### config.mk
export PLATFORM = sky130hd
export DESIGN_NAME = cv32e40p_sleep_unit_mc
export DESIGN_NICKNAME = d
export VERILOG_FILES = /design/src/rtl/cv32e40p_pkg.sv /design/src/rtl/cv32e40p_clock_gate.sv /design/src/rtl/cv32e40p_sleep_unit_mc.sv
export SDC_FILE = /design/constraint.sdc
export NUM_CORES = 1
export LEC_CHECK = 0
export ABC_AREA = 1
export CORE_ASPECT_RATIO = 1.1
export CORE_MARGIN = 5
export CORE_UTILIZATION = 45
export CTS_BUF_LIST = sky130_fd_sc_hd__clkbuf_16
export DETAILED_ROUTE_END_ITERATION = 16
export DONT_BUFFER_PORTS = 1
export GPL_TIMING_DRIVEN = 0
export PLACE_DENSITY = 0.66
export SLEW_MARGIN = 15
export SYNTH_ARGS = -nofsm -noshare
export SYNTH_HDL_FRONTEND = slang
export SYNTH_SLANG_ARGS = --single-unit
### constraint.sdc
create_clock -name clk_ungated_i -period 1.5 [get_ports clk_ungated_i]
set_input_delay 0.225 -clock clk_ungated_i [delete_from_list [all_inputs] [get_ports clk_ungated_i]]
set_output_delay 0.225 -clock clk_ungated_i [all_outputs]
set_load 0.03 [all_outputs]
### src/rtl/cv32e40p_pkg.sv
// Shared types for the multi-domain sleep unit.
// State encoding for the sleep/clock-gating FSM.
package cv32e40p_pkg;

   typedef enum logic [2:0] {
      SLP_OFF,
      SLP_RUN,
      SLP_HYST,
      SLP_SLEEP,
      SLP_WAKE
   } sleep_state_e;

endpackage

### src/rtl/cv32e40p_clock_gate.sv
// Latch-based clock gate: the enable is captured while clk is low,
// so the gated clock never shows a truncated high phase.
module cv32e40p_clock_gate (
   input  logic clk,
   input  logic en,
   input  logic scan_en,
   output logic clk_gated
);

   logic en_q;

   always_latch begin
      if (!clk) en_q <= en | scan_en;
   end

   assign clk_gated = clk & en_q;

endmodule

### src/rtl/cv32e40p_sleep_unit_mc.sv
// Multi-domain sleep controller: idle hysteresis before sleep,
// per-domain auto-gating in RUN and a counted wake-up sequence.
module cv32e40p_sleep_unit_mc
   import cv32e40p_pkg::*;
#(
   parameter int NUM_DOMAINS = 2,
   parameter int IDLE_HYST   = 4,
   parameter int WAKE_DLY    = 2
) (
   input  logic                   clk_ungated_i,
   input  logic                   rst_n,
   input  logic                   scan_cg_en_i,
   input  logic                   fetch_enable_i,
   output logic                   fetch_enable_o,
   input  logic                   sleep_req_i,
   input  logic                   wake_i,
   input  logic [NUM_DOMAINS-1:0] busy_i,
   output logic [NUM_DOMAINS-1:0] clk_gated_o,
   output logic                   core_sleep_o,
   output logic                   wake_done_o
);

   localparam int HW = (IDLE_HYST > 0) ? $clog2(IDLE_HYST + 1) : 1;
   localparam int WW = $clog2(WAKE_DLY + 1);
   localparam logic [HW-1:0] HYST_MAX = HW'(IDLE_HYST);
   localparam logic [WW-1:0] WAKE_MAX = WW'(WAKE_DLY);

   sleep_state_e state_q, state_d;

   logic                   fe_q;
   logic [NUM_DOMAINS-1:0] busy_q;
   logic [HW-1:0]          idle_cnt [NUM_DOMAINS];
   logic [HW-1:0]          hyst_cnt;
   logic [WW-1:0]          wake_cnt;
   logic [NUM_DOMAINS-1:0] run_en;
   logic [NUM_DOMAINS-1:0] en;
   logic                   any_busy;

   assign fetch_enable_o = fe_q;
   assign any_busy       = |busy_i;

   // Domain 0 always runs in RUN; others stay open through the idle window.
   for (genvar d = 0; d < NUM_DOMAINS; d++) begin : g_run_en
      assign run_en[d] = 1'(d == 0) | busy_i[d] | busy_q[d] |
                         (idle_cnt[d] < HYST_MAX);
   end

   always_ff @(posedge clk_ungated_i or negedge rst_n) begin
      if (!rst_n) state_q <= SLP_OFF;
      else        state_q <= state_d;
   end

   always_comb begin
      state_d = state_q;
      case (state_q)
         SLP_OFF:
            if (fe_q) state_d = SLP_RUN;
         SLP_RUN:
            if (sleep_req_i && !wake_i && !any_busy) state_d = SLP_HYST;
         SLP_HYST:
            if (wake_i || !sleep_req_i || any_busy) state_d = SLP_RUN;
            else if (hyst_cnt == HYST_MAX)        state_d = SLP_SLEEP;
         SLP_SLEEP:
            if (wake_i) state_d = SLP_WAKE;
         SLP_WAKE:
            if (wake_cnt == WAKE_MAX) state_d = SLP_RUN;
         default:
            state_d = SLP_OFF;
      endcase
   end

   always_comb begin
      en           = '0;
      core_sleep_o = 1'b0;
      wake_done_o  = 1'b0;
      case (state_q)
         SLP_RUN:  en = run_en;
         SLP_HYST: en = '1;
         SLP_SLEEP: begin
            en           = {NUM_DOMAINS{wake_i}};
            core_sleep_o = 1'b1;
         end
         SLP_WAKE: begin
            en          = '1;
            wake_done_o = (wake_cnt == WAKE_MAX);
         end
         default: en = '0;
      endcase
   end

   always_ff @(posedge clk_ungated_i or negedge rst_n) begin
      if (!rst_n) begin
         fe_q     <= 1'b0;
         busy_q   <= '0;
         hyst_cnt <= '0;
         wake_cnt <= '0;
         for (int d = 0; d < NUM_DOMAINS; d++) idle_cnt[d] <= '0;
      end else begin
         fe_q <= fetch_enable_i | fe_q;
         if (state_q != SLP_SLEEP) busy_q <= busy_i;
         case (state_q)
            SLP_RUN: begin
               hyst_cnt <= '0;
               for (int d = 0; d < NUM_DOMAINS; d++) begin
                  if (busy_i[d])                   idle_cnt[d] <= '0;
                  else if (idle_cnt[d] < HYST_MAX) idle_cnt[d] <= idle_cnt[d] + 1'b1;
               end
            end
            SLP_HYST:
               if (hyst_cnt < HYST_MAX) hyst_cnt <= hyst_cnt + 1'b1;
            SLP_SLEEP:
               if (wake_i) wake_cnt <= WW'(1);
            SLP_WAKE:
               if (wake_cnt == WAKE_MAX) begin
                  wake_cnt <= '0;
                  for (int d = 0; d < NUM_DOMAINS; d++) idle_cnt[d] <= '0;
               end else begin
                  wake_cnt <= wake_cnt + 1'b1;
               end
            default: ;
         endcase
      end
   end

   for (genvar d = 0; d < NUM_DOMAINS; d++) begin : g_gate
      cv32e40p_clock_gate u_cg (
         .clk       (clk_ungated_i),
         .en        (en[d]),
         .scan_en   (scan_cg_en_i),
         .clk_gated (clk_gated_o[d])
      );
   end

`ifdef CV32E40P_ASSERT_ON
   a_sleep_gated: assert property (@(posedge clk_ungated_i) disable iff (!rst_n)
      core_sleep_o && !wake_i |-> en == '0);
   a_done_pulse: assert property (@(posedge clk_ungated_i) disable iff (!rst_n)
      wake_done_o |=> !wake_done_o);
   a_off_gated: assert property (@(posedge clk_ungated_i) disable iff (!rst_n)
      state_q == SLP_OFF |-> en == '0);
   a_sleep_idle: assert property (@(posedge clk_ungated_i) disable iff (!rst_n)
      state_q == SLP_SLEEP |-> busy_i == '0);
`endif

endmodule

# --- Word-level counts from Yosys, hierarchy flattened ---
# Cells that the tools add are included.
classes:
  addsub: 4
  order_cmp: 3
  eq_ne: 15
  muxes: 23
  bitwise_logic: 7
  reduce_logical: 18
ops:
  columns: ["operator", "n"]
  rows:
  - ["3-bit two-way mux", 11]
  - ["3-bit one-hot mux with 5 select lines", 1]
  - ["6-bit one-hot mux with 2 select lines", 1]
  - ["2-bit != test (second input constant)", 5]
  - ["3-bit by 1-bit adder with 3-bit output (second input constant)", 3]
  - ["3-bit less-than comparator (second input constant)", 3]
  - ["3-bit != test (second input constant)", 3]
  - ["3-bit by 2-bit equality test with 1-bit output (second input constant)", 2]
  - ["3-bit equality test (second input constant)", 2]
  - ["6-bit two-way mux", 1]
  - ["2-bit one-hot mux with 3 select lines", 1]
  - ["3-bit one-hot mux with 2 select lines", 1]
  - ["3-bit AND reduction", 2]
  - ["2-bit nonzero test", 3]
  - ["1-bit OR", 5]
  - ["5-bit AND reduction", 1]
  - ["1-bit two-way mux", 4]
  - ["2-bit two-way mux", 2]
  - ["2-bit one-hot mux with 2 select lines", 1]
  - ["2-bit AND reduction", 2]
  - ["2-bit OR reduction", 2]
  - ["3-bit by 1-bit equality test with 1-bit output (second input constant)", 1]
  - ["1-bit zero test", 3]
  - ["3-bit zero test", 1]
  - ["6 further kinds", 9]
word_totals:
  reg_bits: 17
  latchBits: 2
  out_inout_bits: 5
  wordCells: 79

# --- Depth between registers and ports, before layout ---
depth:
  word_depth: 5
  ltp_mapped: 8
  mapped_depth_nobuf: 8

# --- Modules after synthesis ---
# From an unflattened synthesis, not the netlist that was laid out.
unflattened:
  hier_cells: 108
  hier_area_um2: 840.8
by_module_without_submodules:
  columns: ["mod", "n_inst", "cells_per_inst", "area_per_inst_um2", "seq_area_each_um2"]
  rows:
  - ["cv32e40p_sleep_unit_mc", 1, 96, 773.2, 325.3]
  - ["cv32e40p_clock_gate", 2, 6, 33.8, 0.0]

==> results.py <==
metrics = {
    "layout": {
        "drive_above_1_share_pct": 35.3,
        "final_common_cell": "nand2_1",
        "layoutNonFillerInstCount": 166,
        "nFillCells": 135,
        "syn_to_final_growth_pct": 45.9,
        "multiInputGateArea_um2": 490,
        "final_nets": 151,
        "antenna_cells": 0,
        "final_cell_mix": "nand2_1 (25), inv_1 (12), nor2_1 (12), dfrtp_1 (11), buf_4 (11)",
        "seq_area_um2": 359,
    },
    "yosys": {
        "synthCells": 116,
        "synthesis.area_um2": 891,
        "synth_area_per_cell_um2": 7.68,
        "yosysTopAreaCell": "dfrtp_1",
        "synth_top_area_share_pct": 36.5,
        "muxShareOfSynthArea_pct": 0,
        "synth_compound_area_share_pct": 7.44,
        "synth_area_leaders": "dfrtp_1 (37%), nand2_1 (12%), inv_1 (5.9%), nor2_1 (5.5%), nand3_1 (4.5%)",
        "synth_nets": 127,
        "ys_warn_count": 0,
        "synth_seq_cells": 15,
        "synth-simple-area-share_pct": 35.7,
        "yosys.cell_types.count": 28,
        "synth-xor-area-share_pct": 1.97,
        "synth_top_family_by_area": "simple AND/OR/NAND/NOR gates",
        "synth_fa_ha_area_share_pct": 4.21,
    },
    "routing": {
        "avgRoutedWirePerCell_um": 13.2,
        "vias_per_cell": 4.87,
        "ant_nets": 0,
        "drc_errors": 0,
        "routed-via-count": 809,
        "first_pass_iters": 4,
        "drt_iter0_drc": 9,
        "drt_wl_total_mm": 2.19,
    },
    "place": {
        "gp_congestion": 0.790,
        "dp_cells": 143,
        "preCtsSetupSlack_ps": -303,
        "dp_hpwl_mm": 1.38,
        "placement.io_buffers": 0,
    },
    "setup_path": {
        "crit_fanout": 1,
        "crit_path_start_kind": "latch",
        "crit_slowest_cell": "dlxtn_1",
        "arrival_ps": 1870,
        "path_buf_inv": 2,
        "cp-end-kind": "output pin",
        "rr_worst_depth": 7,
        "cpLargestDelayFamily": "latches",
        "worstSetupPathType": "latch to output pin",
        "required_ps": 1270,
        "cp_num_cells": 4,
        "crit_chain": "dlxtn_1, nand2_1, inv_2, buf_6",
        "slowest_delay_ps": 350,
    },
    "timing": {
        "relSlewSlack_pct": 57.5,
        "setup-tns-final_ps": -1240,
        "fin_ws_ps": -599,
        "setup_viol": 5,
        "report.final.slew_viol_count": 0,
        "final-hold-violation-count": 0,
        "rsz0062_at_grt": "true",
        "tightest_slew_ps": 636,
        "clock_skew_ps": 2.03,
    },
    "clocking": {
        "cts_tree": "yes",
        "insertion_delay_ps": 350,
        "clkTransAtPathRegs_ps": 50,
    },
    "floorplan": {
        "row_count": 16,
        "ios": 13,
        "start_util_pct": 48.4,
        "die_h_um": 56.7,
        "core_area_um2": 1840,
        "dieArea_um2": 2970,
        "fp.dieW_um": 52.4,
    },
    "job": {
        "drv_cap": 0,
    },
    "grt": {
        "grt_pass1_wl_mm": 3.73,
        "grt_max_degree": 14,
        "antenna_found_initial": 0,
        "grt.overflow.total": 0,
        "grt_usage_pct": 17.5,
        "grt_pass1_vias": 878,
    },
    "run_status": {
        "violations": "setup timing",
        "status": "complete, but fails checks",
    },
    "worst_hold_path": {
        "whs_path_depth": 2,
        "hold_class": "primary input to register",
    },
    "power": {
        "ir_drop_mv": 1.37,
        "p_per_area_nw_per_um2": 2440,
        "p_leak_nw": 0.654,
    },
}
[power by group]
| part | internal [mW] | total (mW) | switching, mW |
|---|---|---|---|
| sequential | 0.553 | 0.683 | 0.130 |
| combinational | 0.486 | 1.15 | 0.664 |
| clock | 0.926 | 1.34 | 0.413 |
| total | 1.97 | 3.17 | 1.21 |
[cells in the mapped netlist (all sizes together)]
cell type / count
nand2: 32
inv: 20
nor2: 15
dfrtp: 13
nand3: 11
o21ai: 9
ha: 3
buf: 2
dlxtn: 2
a21oi: 1
clkinv: 1
nand4: 1
nor3: 1
o2111ai: 1
o21a: 1
or2: 1
xnor2: 1
xor2: 1
[what timing repair did]
action | CTS | global route
hold endpoints to repair | 15 | 0
pin swaps | 2 | 1
endpoints found under the setup margin | 5 | 9
resized for setup | 13 | 1
buffers inserted | 8 | 4
hold buffers | 3 | 0
[cell type report]
class                      instances  share of cell area [%]
timing repair buffer              15                    9.53
clock buffer                       7                    13.5
buffer                             2                    1.73
inverter                          19                    6.45
tap                               27                    2.60
multi-input combinational         78                    37.7
clock inverter                     3                   0.866
sequential                        15                    27.6
[state kept, by name, indices dropped and copies added (netlist names)]
signal,count
fetch_enable_o,1
idle_cnt,3
state_q,3
wake_cnt,2
hyst_cnt,3
busy_q,1
g_gate.u_cg.en_q,2
[path summary, 6_finish.rpt]
check / start / to / slack (ps)
setup / recovery: g_gate[1].u_cg.en_q / clk_gated_o[1] / -600
hold / removal: busy_i[1] / busy_q[1] / 3
setup reg to reg: state_q[2] / g_gate[0].u_cg.en_q / 0
hold reg to reg: idle_cnt[1] / idle_cnt[1] / 490
max in group asynchronous: rst_n / state_q[1] / 720
min in group asynchronous: rst_n / state_q[2] / 340
[routing by layer]
layer | part of all wire (%) | GRT usage [%]
met1 | 42 | 18.9
met2 | 50 | 26.1
met3 | 6.9 | 8.20
met4 | 0.68 | 12.4
met5 | 0 | 0
[metrics by stage]
stage / utilization [%] / area (um2) / power (mW) / hold slack (ps)
floorplan: - / 926 / 1.66 / -70.6
global placement: 52.1 / 960 / 1.78 / -70.2
detailed placement: 52.1 / 960 / 1.82 / -70.3
CTS: 68.8 / 1270 / 3.11 / 0.568
global route: 70.6 / 1300 / 3.41 / 8.75
finish: 70.6 / 1300 / 3.17 / 3.44
[logic make-up after synthesis]
kind of cell,after synthesis
and+or+nand+nor,61
DFF,13
latches,2
buffers and inverters,23
xor gates and xnor gates,2
AOI/OAI and AO/OA,12
adders and majority gates,3
No activity file was read; power rests on OpenSTA's default activity.
